**src/rtl/imm_gen_pipe.sv**
```systemverilog
// Registered RV32I/RV64I immediate-generation stage with a 2-entry skid buffer.
// Decodes format, immediate and legality combinationally, then stores the decoded beat.
module imm_gen_pipe #(
   parameter int XLEN = 32
) (
   input  logic            clk,
   input  logic            rst_n,
   input  logic            flush,
   input  logic            in_valid,
   output logic            in_ready,
   input  logic [31:0]     in_instr,
   input  logic [XLEN-1:0] in_pc,
   output logic            out_valid,
   input  logic            out_ready,
   output logic [XLEN-1:0] out_imm,
   output logic [2:0]      out_fmt,
   output logic            out_illegal,
   output logic [31:0]     out_instr,
   output logic [XLEN-1:0] out_pc
);

   typedef enum logic [2:0] {
      FMT_R       = 3'd0,
      FMT_I       = 3'd1,
      FMT_S       = 3'd2,
      FMT_B       = 3'd3,
      FMT_U       = 3'd4,
      FMT_J       = 3'd5,
      FMT_SHAMT   = 3'd6,
      FMT_UNKNOWN = 3'd7
   } fmt_e;

   typedef struct packed {
      logic [XLEN-1:0] imm;
      fmt_e            fmt;
      logic            illegal;
      logic [31:0]     instr;
      logic [XLEN-1:0] pc;
   } beat_t;

   logic signed [31:0] w_imm_i, w_imm_s, w_imm_b, w_imm_u, w_imm_j;
   logic [5:0]         w_sh_op, w_sh_w;
   logic [6:0]         w_opcode;
   logic [2:0]         w_func3;
   logic               w_is_shift;
   beat_t              w_dec;

   assign w_opcode   = in_instr[6:0];
   assign w_func3    = in_instr[14:12];
   assign w_is_shift = (w_func3 == 3'b001) || (w_func3 == 3'b101);

   // Every immediate is first built sign-extended to 32 bits; the signed cast widens to XLEN.
   assign w_imm_i = {{20{in_instr[31]}}, in_instr[31:20]};
   assign w_imm_s = {{20{in_instr[31]}}, in_instr[31:25], in_instr[11:7]};
   assign w_imm_b = {{19{in_instr[31]}}, in_instr[31], in_instr[7], in_instr[30:25],
                     in_instr[11:8], 1'b0};
   assign w_imm_u = {in_instr[31:12], 12'b0};
   assign w_imm_j = {{11{in_instr[31]}}, in_instr[31], in_instr[19:12], in_instr[20],
                     in_instr[30:21], 1'b0};

   // OP-IMM shifts take a 6-bit shamt only on RV64; the W-form shifts are always 5-bit.
   assign w_sh_op = (XLEN == 64) ? in_instr[25:20] : {1'b0, in_instr[24:20]};
   assign w_sh_w  = {1'b0, in_instr[24:20]};

   // NOTE: every field gets a default before the case so no path leaves one unassigned (no latch).
   always_comb begin
      w_dec.instr   = in_instr;
      w_dec.pc      = in_pc;
      w_dec.imm     = '0;
      w_dec.fmt     = FMT_UNKNOWN;
      w_dec.illegal = 1'b1;
      case (w_opcode)
         7'b0110011: begin
            w_dec.fmt     = FMT_R;
            w_dec.illegal = 1'b0;
         end
         7'b0000011, 7'b1100111, 7'b0001111, 7'b1110011: begin
            w_dec.fmt     = FMT_I;
            w_dec.imm     = XLEN'(w_imm_i);
            w_dec.illegal = 1'b0;
         end
         7'b0100011: begin
            w_dec.fmt     = FMT_S;
            w_dec.imm     = XLEN'(w_imm_s);
            w_dec.illegal = 1'b0;
         end
         7'b1100011: begin
            w_dec.fmt     = FMT_B;
            w_dec.imm     = XLEN'(w_imm_b);
            w_dec.illegal = 1'b0;
         end
         7'b0110111, 7'b0010111: begin
            w_dec.fmt     = FMT_U;
            w_dec.imm     = XLEN'(w_imm_u);
            w_dec.illegal = 1'b0;
         end
         7'b1101111: begin
            w_dec.fmt     = FMT_J;
            w_dec.imm     = XLEN'(w_imm_j);
            w_dec.illegal = 1'b0;
         end
         7'b0010011: begin
            w_dec.illegal = 1'b0;
            if (w_is_shift) begin
               w_dec.fmt = FMT_SHAMT;
               w_dec.imm = XLEN'(w_sh_op);
            end else begin
               w_dec.fmt = FMT_I;
               w_dec.imm = XLEN'(w_imm_i);
            end
         end
         7'b0111011: begin
            if (XLEN == 64) begin
               w_dec.fmt     = FMT_R;
               w_dec.illegal = 1'b0;
            end
         end
         7'b0011011: begin
            if (XLEN == 64) begin
               w_dec.illegal = 1'b0;
               if (w_is_shift) begin
                  w_dec.fmt = FMT_SHAMT;
                  w_dec.imm = XLEN'(w_sh_w);
               end else begin
                  w_dec.fmt = FMT_I;
                  w_dec.imm = XLEN'(w_imm_i);
               end
            end
         end
         default: ;
      endcase
   end

   logic  r_main_valid, r_skid_valid;
   beat_t r_main, r_skid;
   logic  w_accept, w_consume;

   assign in_ready  = ~r_skid_valid;
   assign w_accept  = in_valid && in_ready && !flush;
   assign w_consume = r_main_valid && out_ready;

   // NOTE: sequential state uses non-blocking assignments so every register samples pre-edge values.
   // NOTE: the data registers are reset too, because the outputs must read zero after reset.
   always_ff @(posedge clk or negedge rst_n) begin
      if (!rst_n) begin
         r_main_valid <= 1'b0;
         r_skid_valid <= 1'b0;
         r_main       <= '0;
         r_skid       <= '0;
      end else if (flush) begin
         r_main_valid <= 1'b0;
         r_skid_valid <= 1'b0;
      end else if (w_consume && r_skid_valid) begin
         // in_ready is low here, so no new beat can compete with the skid entry
         r_main       <= r_skid;
         r_skid_valid <= 1'b0;
      end else if (w_accept && (!r_main_valid || w_consume)) begin
         r_main       <= w_dec;
         r_main_valid <= 1'b1;
      end else if (w_accept) begin
         r_skid       <= w_dec;
         r_skid_valid <= 1'b1;
      end else if (w_consume) begin
         r_main_valid <= 1'b0;
      end
   end

   assign out_valid   = r_main_valid;
   assign out_imm     = r_main.imm;
   assign out_fmt     = r_main.fmt;
   assign out_illegal = r_main.illegal;
   assign out_instr   = r_main.instr;
   assign out_pc      = r_main.pc;

endmodule

```
**config.mk**
```make
export PLATFORM = sky130hd
export DESIGN_NAME = imm_gen_pipe
export DESIGN_NICKNAME = d
export VERILOG_FILES = /design/src/rtl/imm_gen_pipe.sv
export SDC_FILE = /design/constraint.sdc
export NUM_CORES = 1
export LEC_CHECK = 0
export ABC_AREA = 1
export BUFFER_PORTS_ARGS = -buffer_cell sky130_fd_sc_hd__buf_2
export CAP_MARGIN = 5
export CORE_ASPECT_RATIO = 1.25
export CORE_MARGIN = 10
export CORE_UTILIZATION = 53
export CTS_BUF_LIST = sky130_fd_sc_hd__clkbuf_16
export CTS_CLUSTER_DIAMETER = 100
export DETAILED_ROUTE_END_ITERATION = 16
export HOLD_SLACK_MARGIN = 0.12
export PLACE_DENSITY = 0.83
export SYNTH_ARGS = -nofsm -noshare
export SYNTH_HDL_FRONTEND = slang
export SYNTH_SLANG_ARGS = --single-unit
```
**constraint.sdc**
```tcl
create_clock -name clk -period 3.2 [get_ports clk]
set_input_delay 0.32 -clock clk [delete_from_list [all_inputs] [get_ports clk]]
set_output_delay 0.32 -clock clk [all_outputs]
set_load 0.005 [all_outputs]
```
==> impl_metrics.toml <==
[status]
outcome = "finished clean"

[sta]
drv_slew = 0
min_period_over_period_pct = 75.71
rsz0062_at_grt = "false"
timing.fmax_ghz = 0.4128
period_minus_slack_ns = 2.423
setup_violations = 0
fin_worst_skew_ns = 0.01312
hold_viol_final = 0
tightest_slew_ns = 0.8881
setup_tns_ns = 0
relSlewSlack_pct = 40.79

[critical_path]
crit_chain = "dlygate4sd3_1 > buf_2 > nand2_1 > nor2_1 > nand2_1 > nand2_1 > nor2_1 > inv_1 > nand2_1 > nand3_1 > nand2_1 > o21ai_0"
cp_num_buf_inv = 3
crit_type = "input port to flip-flop"
cp-start-kind = "input port"
cp_top_family = "simple AND/OR/NAND/NOR gates"
arrival_ns = 2.82
reg2reg_depth = 9
critPathCaptureType = "flip-flop"
cpMaxStageDelayCell = "nor2_1"
slowest_delay_ns = 0.69
required_ns = 3.60
crit_fanout = 13
path_depth = 12
crit_top_cell = "nand2_1"

[die]
ioPinCount = 171
die_y_um = 168.9
die_x_um = 139.1
row_count = 54
dieArea_mm2 = 0.02349
initial_core_util_pct = 53.90
fp.coreArea_mm2 = 0.01743

[placed_design]
portBuffers = 170
dp_hpwl_mm = 18.02
gp_congestion = 0.9696

[yosys]
synth_xor_area_share_pct = 0
ys_warn_count = 0
synthSimpleGateAreaFrac_pct = 29.88
synth_top_family_by_area = "simple AND/OR/NAND/NOR gates"
netlist_instances = 1233
synth_compound_area_share_pct = 10.32
ys_seq_area_share_pct = 53.79
synthesis.area_mm2 = 0.009397
synth_fp_nets = 1302
synth_fa_ha_area_share_pct = 0
synthMuxAreaShare_pct = 0
avgSynthCellArea_um2 = 7.621
ys_types = 19
ys_ff_latch = 202

[pwr]
p_int_uw = 4882
vdd_ir_drop_max_v = 0.0003521
p_sw_share_pct = 29.27
p_comb_share_pct = 19.4
seqPwrFrac_pct = 48.2
p_per_area_mw_per_mm2 = 598.7
power_switching_uw = 2020
pwr-share-clk_pct = 32.4
p_leak_uw = 0.006183

[global_routing]
track_usage_pct = 23.04
grt_max_degree = 95
grt_antenna_before_repair = 2
grt_pass1_wl_mm = 45.65
grt_overflow = 0
grt_pass1_vias = 9035

[cts]
cts_num_sinks = 202
cts-root-buf = "clkbuf_16"
cts_resized = 0
clk_latency_ns = 0.49
clk_pin_slew_ns = 0.06
cts.path.max_buffers = 3
htreeDepth = 1
cts_tree = "yes"
cts_buffers = 21

[finish]
layout-drive-gt1-share_pct = 16.07
mostFrequentLayoutCell = "nand2_1"
mostFrequentLayoutCells = "nand2_1, dfrtp_1, buf_2"
postLayoutCoreUtil_pct = 66.14
nets = 1488
area_growth_pct = 22.69

[run]
timing.max_cap.violations = 0

[worst_hold_path]
hold_path_class = "input port to flip-flop"
min_path_cells = 3

[drt]
ant_nets = 0
drc = 0
via_per_inst = 5.393
first_iter_violations = 728
wl_per_cell_um = 16.46
dr.pass1.iters = 5
drt_wl_total_mm = 27.30
vias = 8941
kinds of logic (layout without fill, tap and decap cells):
family	after synthesis	after routing
buffers and inverters	140	338
and+or+nand+nor	716	716
AOI/OAI and AO/OA	175	175
other	0	3
DFF	202	202
worst min-delay path: stages:
cell and delay [ns]:
buf_2 0.13, nand2_1 0.06, a31oi_1 0.07
routing by layer:
layer	track usage [%]	vias up	wire length, um
met5	0	-	0
met4	8.860	0	952
met3	4.199	69	1931
met2	39.66	385	13440
met1	28.15	4183	10970
li1	-	4304	-
timing repair:
item,CTS,global route
buffers inserted,0,0
hold buffers,46,0
endpoints found under the hold margin,169,0
endpoints found under the setup margin,0,0
worst paths after layout:
path	start	end	slack, ns
setup / recovery	in_instr[1]	r_skid[72]	0.78
hold / removal	in_instr[3]	out_instr[3]	0.13
setup reg to reg	r_skid_valid	r_skid[0]	1.04
hold reg to reg	r_skid[22]	r_skid[22]	0.47
max in group asynchronous	rst_n	r_skid[93]	1.85
min in group asynchronous	rst_n	r_skid[26]	0.47
synth_stat cells, drive strengths merged:
cell type    n  share of area, %
a31oi       68               4.5
clkbuf      42               1.7
o21ai       63               3.4
nand2      515                21
inv         65               2.6
dfrtp      202                54
a21oi       42               2.3
nor3         1              0.17
nand3       54               2.9
buf         33               1.7
nor2       134               5.5
nand4       12              0.80
o211ai       1             0.080
o31ai        1             0.080
stage by stage:
stage	setup slack [ns]	instances	total power (uW)	hold slack [ns]	area, um^2
after floorplan	1.668	1233	3998	0.02441	9397
after global placement	0.9606	1574	4585	0.4483	10450
after detailed placement	0.8750	1574	4649	0.4490	10450
after CTS	0.8238	1655	6945	0.1222	11520
after global routing	0.6137	1657	7295	0.1422	11530
final	0.7773	1658	6902	0.1323	11530
final cells by class:
cell class              count  area [um^2]
diodes                      3        7.507
multi-input cells         891         3790
clock buffers              21        525.5
fillers                  1463         5903
repair buffers            238         1535
inverters                  65        247.7
flip-flops and latches    202         5055
clock inverters            14        87.58
well taps                 224        280.3
power by group through the flow:
| stage | clock network (uW) | registers [uW] | logic [uW] |
|---|---|---|---|
| 6_report | 2240 | 3320 | 1340 |
| 5_1_grt | 2380 | 3380 | 1530 |
| 4_1_cts | 2280 | 3310 | 1350 |
| 3_5_place_dp | 0 | 3350 | 1290 |
| 3_3_place_gp | 0 | 3330 | 1260 |
| 2_1_floorplan | 0 | 3350 | 649 |
flip-flops by register name (all words and copies together), names as in the netlist:
name          flops
out_fmt           3
out_illegal       1
out_imm          32
out_instr        32
out_pc           32
out_valid         1
r_skid          100
r_skid_valid      1
No activity file was read; power rests on OpenSTA's default activity.
